File: config.mk
export PLATFORM = sky130hd
export DESIGN_NAME = fetch_pc_gen
export DESIGN_NICKNAME = d
export VERILOG_FILES = /design/src/rtl/fetch_pc_gen.sv
export SDC_FILE = /design/constraint.sdc
export NUM_CORES = 1
export LEC_CHECK = 0
export ABC_AREA = 1
export BUFFER_PORTS_ARGS = -buffer_cell sky130_fd_sc_hd__buf_2
export CORE_UTILIZATION = 46
export DETAILED_ROUTE_END_ITERATION = 8
export GPL_TIMING_DRIVEN = 0
export PLACE_DENSITY = 0.73
export SYNTH_ARGS = -nofsm -noshare
export SYNTH_HDL_FRONTEND = slang
export SYNTH_SLANG_ARGS = --single-unit
File: constraint.sdc
create_clock -name clk -period 3.7 [get_ports clk]
set_input_delay 0.74 -clock clk [delete_from_list [all_inputs] [get_ports clk]]
set_output_delay 0.74 -clock clk [all_outputs]
set_load 0.01 [all_outputs]
File: src/rtl/fetch_pc_gen.sv
// Fetch PC generator: issues one block-aligned fetch at a time, follows redirects,
// and squashes the in-flight block when a redirect arrives before its response.
module fetch_pc_gen #(
  parameter int                XLEN        = 64,
  parameter int                FETCH_WIDTH = 1,
  parameter logic [XLEN-1:0]   RESET_PC    = '0,
  parameter int                CNT_W       = 16
) (
  input  logic                   clk,
  input  logic                   reset,
  input  logic                   is_jmp,
  input  logic [XLEN-1:0]        jmp_target,
  input  logic                   fetch_flush,
  input  logic [XLEN-1:0]        pc_from_flush,
  input  logic                   stall,
  output logic                   req_valid,
  input  logic                   req_ready,
  output logic [XLEN-1:0]        req_addr,
  input  logic                   resp_valid,
  output logic                   fetch_valid,
  output logic [XLEN-1:0]        fetch_pc,
  output logic [FETCH_WIDTH-1:0] lane_mask,
  output logic                   redirect_pending,
  output logic [CNT_W-1:0]       redirect_count
);

  localparam logic [XLEN-1:0] BLK_BYTES  = XLEN'(4 * FETCH_WIDTH);
  localparam logic [XLEN-1:0] ALIGN_MASK = ~(BLK_BYTES - XLEN'(1));
  localparam logic [XLEN-1:0] LANE_MASK  = XLEN'(FETCH_WIDTH - 1);

  typedef enum logic {
    S_REQ  = 1'b0,
    S_WAIT = 1'b1
  } state_t;

  state_t state, state_next;

  logic [XLEN-1:0]        pc;
  logic [XLEN-1:0]        pend_target;
  logic                   redirect;
  logic [XLEN-1:0]        target;
  logic                   handshake;
  logic [XLEN-1:0]        lane_idx;
  logic [FETCH_WIDTH-1:0] lane_mask_next;

  assign redirect = is_jmp | fetch_flush;
  assign req_addr = pc & ALIGN_MASK;

  always_comb begin
    target = fetch_flush ? pc_from_flush : jmp_target;
    target[1:0] = 2'b00;
  end

  // Lane index of the first valid instruction within the block.
  always_comb begin
    lane_idx       = (pc >> 2) & LANE_MASK;
    lane_mask_next = '0;
    for (int i = 0; i < FETCH_WIDTH; i++) begin
      lane_mask_next[i] = (XLEN'(i) >= lane_idx);
    end
  end

  always_comb begin
    state_next = state;
    req_valid  = 1'b0;
    handshake  = 1'b0;
    case (state)
      S_REQ: begin
        req_valid = reset & ~stall;
        handshake = req_valid & req_ready;
        if (handshake) state_next = S_WAIT;
      end
      S_WAIT: begin
        if (resp_valid) state_next = S_REQ;
      end
      default: state_next = S_REQ;
    endcase
  end

  always_ff @(posedge clk) begin
    if (!reset) state <= S_REQ;
    else        state <= state_next;
  end

  always_ff @(posedge clk) begin
    if (!reset) begin
      pc               <= RESET_PC;
      pend_target      <= '0;
      redirect_pending <= 1'b0;
      fetch_valid      <= 1'b0;
      fetch_pc         <= '0;
      lane_mask        <= '0;
      redirect_count   <= '0;
    end else begin
      fetch_valid <= 1'b0;
      if (redirect && (redirect_count != '1)) redirect_count <= redirect_count + CNT_W'(1);

      case (state)
        S_REQ: begin
          if (redirect) begin
            // The old request is already accepted, so hold the target until it returns.
            if (handshake) begin
              redirect_pending <= 1'b1;
              pend_target      <= target;
            end else begin
              pc <= target;
            end
          end
        end
        S_WAIT: begin
          if (resp_valid) begin
            redirect_pending <= 1'b0;
            if (redirect) begin
              pc <= target;
            end else if (redirect_pending) begin
              pc <= pend_target;
            end else begin
              fetch_valid <= 1'b1;
              fetch_pc    <= pc;
              lane_mask   <= lane_mask_next;
              pc          <= req_addr + BLK_BYTES;
            end
          end else if (redirect) begin
            redirect_pending <= 1'b1;
            pend_target      <= target;
          end
        end
        default: ;
      endcase
    end
  end

endmodule
==> results.md <==
- Status: finished, final reports clean
- R2R setup slack: 1010 ps
- Clock power frac: 0.416
- Drt first-iter violations: 1114
- Core ar.: 24200 um2
- CTS H-tree lvls: 1
- Reg clk slew, reported paths: 60 ps
- First-pass GRT wire length: 62500 um
- Max-cap viol count: 0
- CP peak stage delay: 470 ps
- P_leak: 5.74 nW
- Final hold vios: 0
- Cells after Synth: 1710
- 1st-pass router iterations: 6
- Syn Std Cell Area: 11400 um2
- Hold path startpoint: fetch_pc[35]
- Root Driver: clkbuf_16
- Post-layout net count: 2149
- Worst reg-to-reg path cell count: 11
- Rows: 57
- Worst Path Required: 4150 ps
- Worst Tran Pin Value: 880 ps
- Max_slew headroom: 0.413
- CP max-delay cell: dfxtp_1
- CTS buffer count: 24
- Core Util, Final: 0.575
- RR Endpoint: pc[34]
- Vias/cell: 5.41
- Tightest Hold Check Type: reg -> reg
- Worst-path maximum fanout: 8
- Post-synth cell types: 44
- Gr usage total: 0.311
- Internal power: 4.17 mW
- Clock buffer depth: 3
- Post-CTS Setup Repair Bufs: 0
- Placed cell count: 2310
- Die ar.: 25300 um2
- DRC violations left: 0
- Hold buffer count at CTS: 0
- Crit path arrival time: 3140 ps
- Port bufs: 273
- RSZ-0062 raised after global routing: false
- Worst setup EP type: register
- Post-route design area: 14000 um2
- Power share of the sequential group: 0.434
- CP dominant cell by count: nand2_1
- Register bit count reported by yosys: 206
- Placement Cell Area: 13100 um2
- Net Sw Frac: 0.289
- Switching Power: 1.69 mW
- Post-CTS sizing: 0
- Worst Hold Path EP: fetch_pc[35]
- Worst setup SP type: register
- Total Wirelength: 40800 um
- Synth Warn #: 0
- RePlAce Congestion: 0.992
- Vias in the first global route: 11500
- Io pins: 283
- Die Wd: 159 um
- TritonCTS clock tree: done
- Initial core utilization: 0.468
- Largest net degree at the start of global routing: 13
- Final min period: 2690 ps
- Wire length per cell: 17.3 um
- # diodes: 0
- Layout cells sized above 1: 0.203
- Maximum vdd drop: 0.296 mV
- Max-slew violation count: 0
- Clk_skew: 9.11 ps
- Synthesized area per cell: 6.64 um2
- Hold Path Stages: 2
- Setup TNS: 0 ps
- Detail Route Antenna Nets: 0
- Post-route clock period utilization: 0.727
- Insertion delay to the later sink of the worst-skew pair: 520 ps
- Setup CP Type: reg -> reg
- Critical R2R Launch: pc[2]
- Total power: 5.86 mW
- Remaining Overflow, GRT: 0
- Vias: 12700
- Crit path cell chain: ha_1 -> nand3_1 -> inv_1 -> nand2_1 -> nor2_2 -> nand2_1 -> xnor2_1 -> nand2_1 -> nand2_1 -> nand2_1 -> a21oi_1
- Fmax: 372 MHz
- Gate power share: 0.151
- Chip height: 159 um
- Post-DP HPWL: 32300 um
- Pwr Density: 420 nW/um2
- Initial antenna violation count: 0
- Final Non-Filler Cells: 2353
- Clock Sink Count: 206
- Post-synthesis sequential area ratio: 0.363
- P&R area growth vs syn: 22.9%
- Setup Viol. Count Final: 0
cells in the final DEF, fill, tap and decap left out, types with 2 or more instances in the layout:
cell       instances
nor3_1            12
mux2_2            21
ha_1               2
o21ai_0          144
buf_4              4
buf_2            288
nand4_1           16
mux2i_1           41
buf_1              4
inv_1            149
xor2_1            13
a31oi_1            3
xnor2_1            9
o21bai_1           2
dfxtp_1          206
bufinv_16          2
a221oi_1           3
buf_6             10
clkbuf_1          70
clkbuf_8           6
clkinv_1           2
nor2_1           143
o211ai_1           9
nor4_1             2
nand3_1           34
or2_1              2
a211oi_1           2
or2_2             41
a21oi_1          306
o21ai_1            2
clkinv_2           6
clkbuf_16         25
nand2_1          427
conb_1             4
nand3b_1           4
inv_2              2
through the flow:
step | hold WS, ps | worst slack (ps)
after floorplan | 423 | 1490
after global placement | 429 | 785
after detailed placement | 433 | 735
after CTS | 442 | 1030
after global routing | 462 | 867
final | 440 | 1010
worst max-delay path: cells and delay by family, from the launching register on:
kind,cells,cell delay (ps)
compound gates,1,120
xor+xnor,1,280
fa+ha+maj,1,330
buf+inv,1,200
flops,1,470
simple gates,7,1200
cells by family after synthesis:
group	after synthesis	share of synthesized area
buffers and inverters	253	0.0933
and+or+nand+nor	685	0.248
other	1	0.000330
adders and majority gates	2	0.00220
xor gates and xnor gates	22	0.0170
AOI/OAI and AO/OA	479	0.219
muxes	62	0.0570
DFF	206	0.363
power groups by stage:
stage	clock, mW	sequential [mW]	combinational [mW]
finish	2.44	2.54	0.882
global route	2.54	2.55	0.966
CTS	2.45	2.53	0.869
detailed placement	0	2.58	0.864
global placement	0	2.58	0.849
floorplan	0	2.54	0.499
worst max-delay path by stage:
stage	slack, ps	depth (start not counted)	startpoint	end
floorplan	1490	11	fetch_flush	pc[60]
global placement	780	7	fetch_flush	pend_target[20]
detailed placement	730	7	fetch_flush	pend_target[25]
CTS	1030	5	reset	req_valid
global route	870	11	pc[2]	pc[34]
finish	1010	11	pc[2]	pc[34]
area by class of cell:
cell class / instances / area [um2]
Buffer: 100 / 484
Clock buffer: 34 / 719
Clock inverter: 9 / 97.6
Fill cell: 2436 / 10300
Inverter: 153 / 574
Multi-Input combinational cell: 1254 / 6180
Sequential cell: 206 / 4120
Tap cell: 324 / 405
Timing Repair Buffer: 273 / 1370
Yosys cell counts, drive strengths merged:
master	instances	share of area
or2	43	0.024
nand2	428	0.14
mux2	21	0.021
nand3b	4	0.0026
mux2i	41	0.036
o221ai	1	0.00077
o21bai	2	0.0013
a211oi	3	0.0024
a221oi	4	0.0036
o21a	1	0.00066
buf	33	0.021
clkinv	2	0.00066
a31oi	3	0.0017
nor3	12	0.0053
clkbuf	67	0.022
nand4	16	0.0088
nand3	35	0.017
nor2	144	0.048
nor4	2	0.0011
dfxtp	206	0.36
a21boi	1	0.00066
xnor2	9	0.0069
nor3b	1	0.00066
conb	1	0.00033
xor2	13	0.010
o21ai	146	0.064
a22oi	1	0.00066
a41oi	1	0.00077
o211ai	9	0.0060
ha	2	0.0022
inv	151	0.050
a21oi	307	0.14
registers in the layout (all words and copies together) (netlist names):
| register | cells |
|---|---|
| fetch_valid | 1 |
| pend_target | 62 |
| lane_mask | 1 |
| redirect_count | 16 |
| state | 1 |
| fetch_pc | 62 |
| pc | 62 |
| redirect_pending | 1 |
metal layers:
| layer | global-route usage | wire length [um] | vias to the layer above | share of wire |
|---|---|---|---|---|
| li1 | - | - | 6206 | - |
| met1 | 0.424 | 17700 | 5843 | 0.43 |
| met2 | 0.514 | 18600 | 601 | 0.46 |
| met3 | 0.0386 | 3420 | 70 | 0.084 |
| met4 | 0.0918 | 1000 | 0 | 0.025 |
| met5 | 0 | 0 | - | 0 |
(Power assumes the default switching activity.)
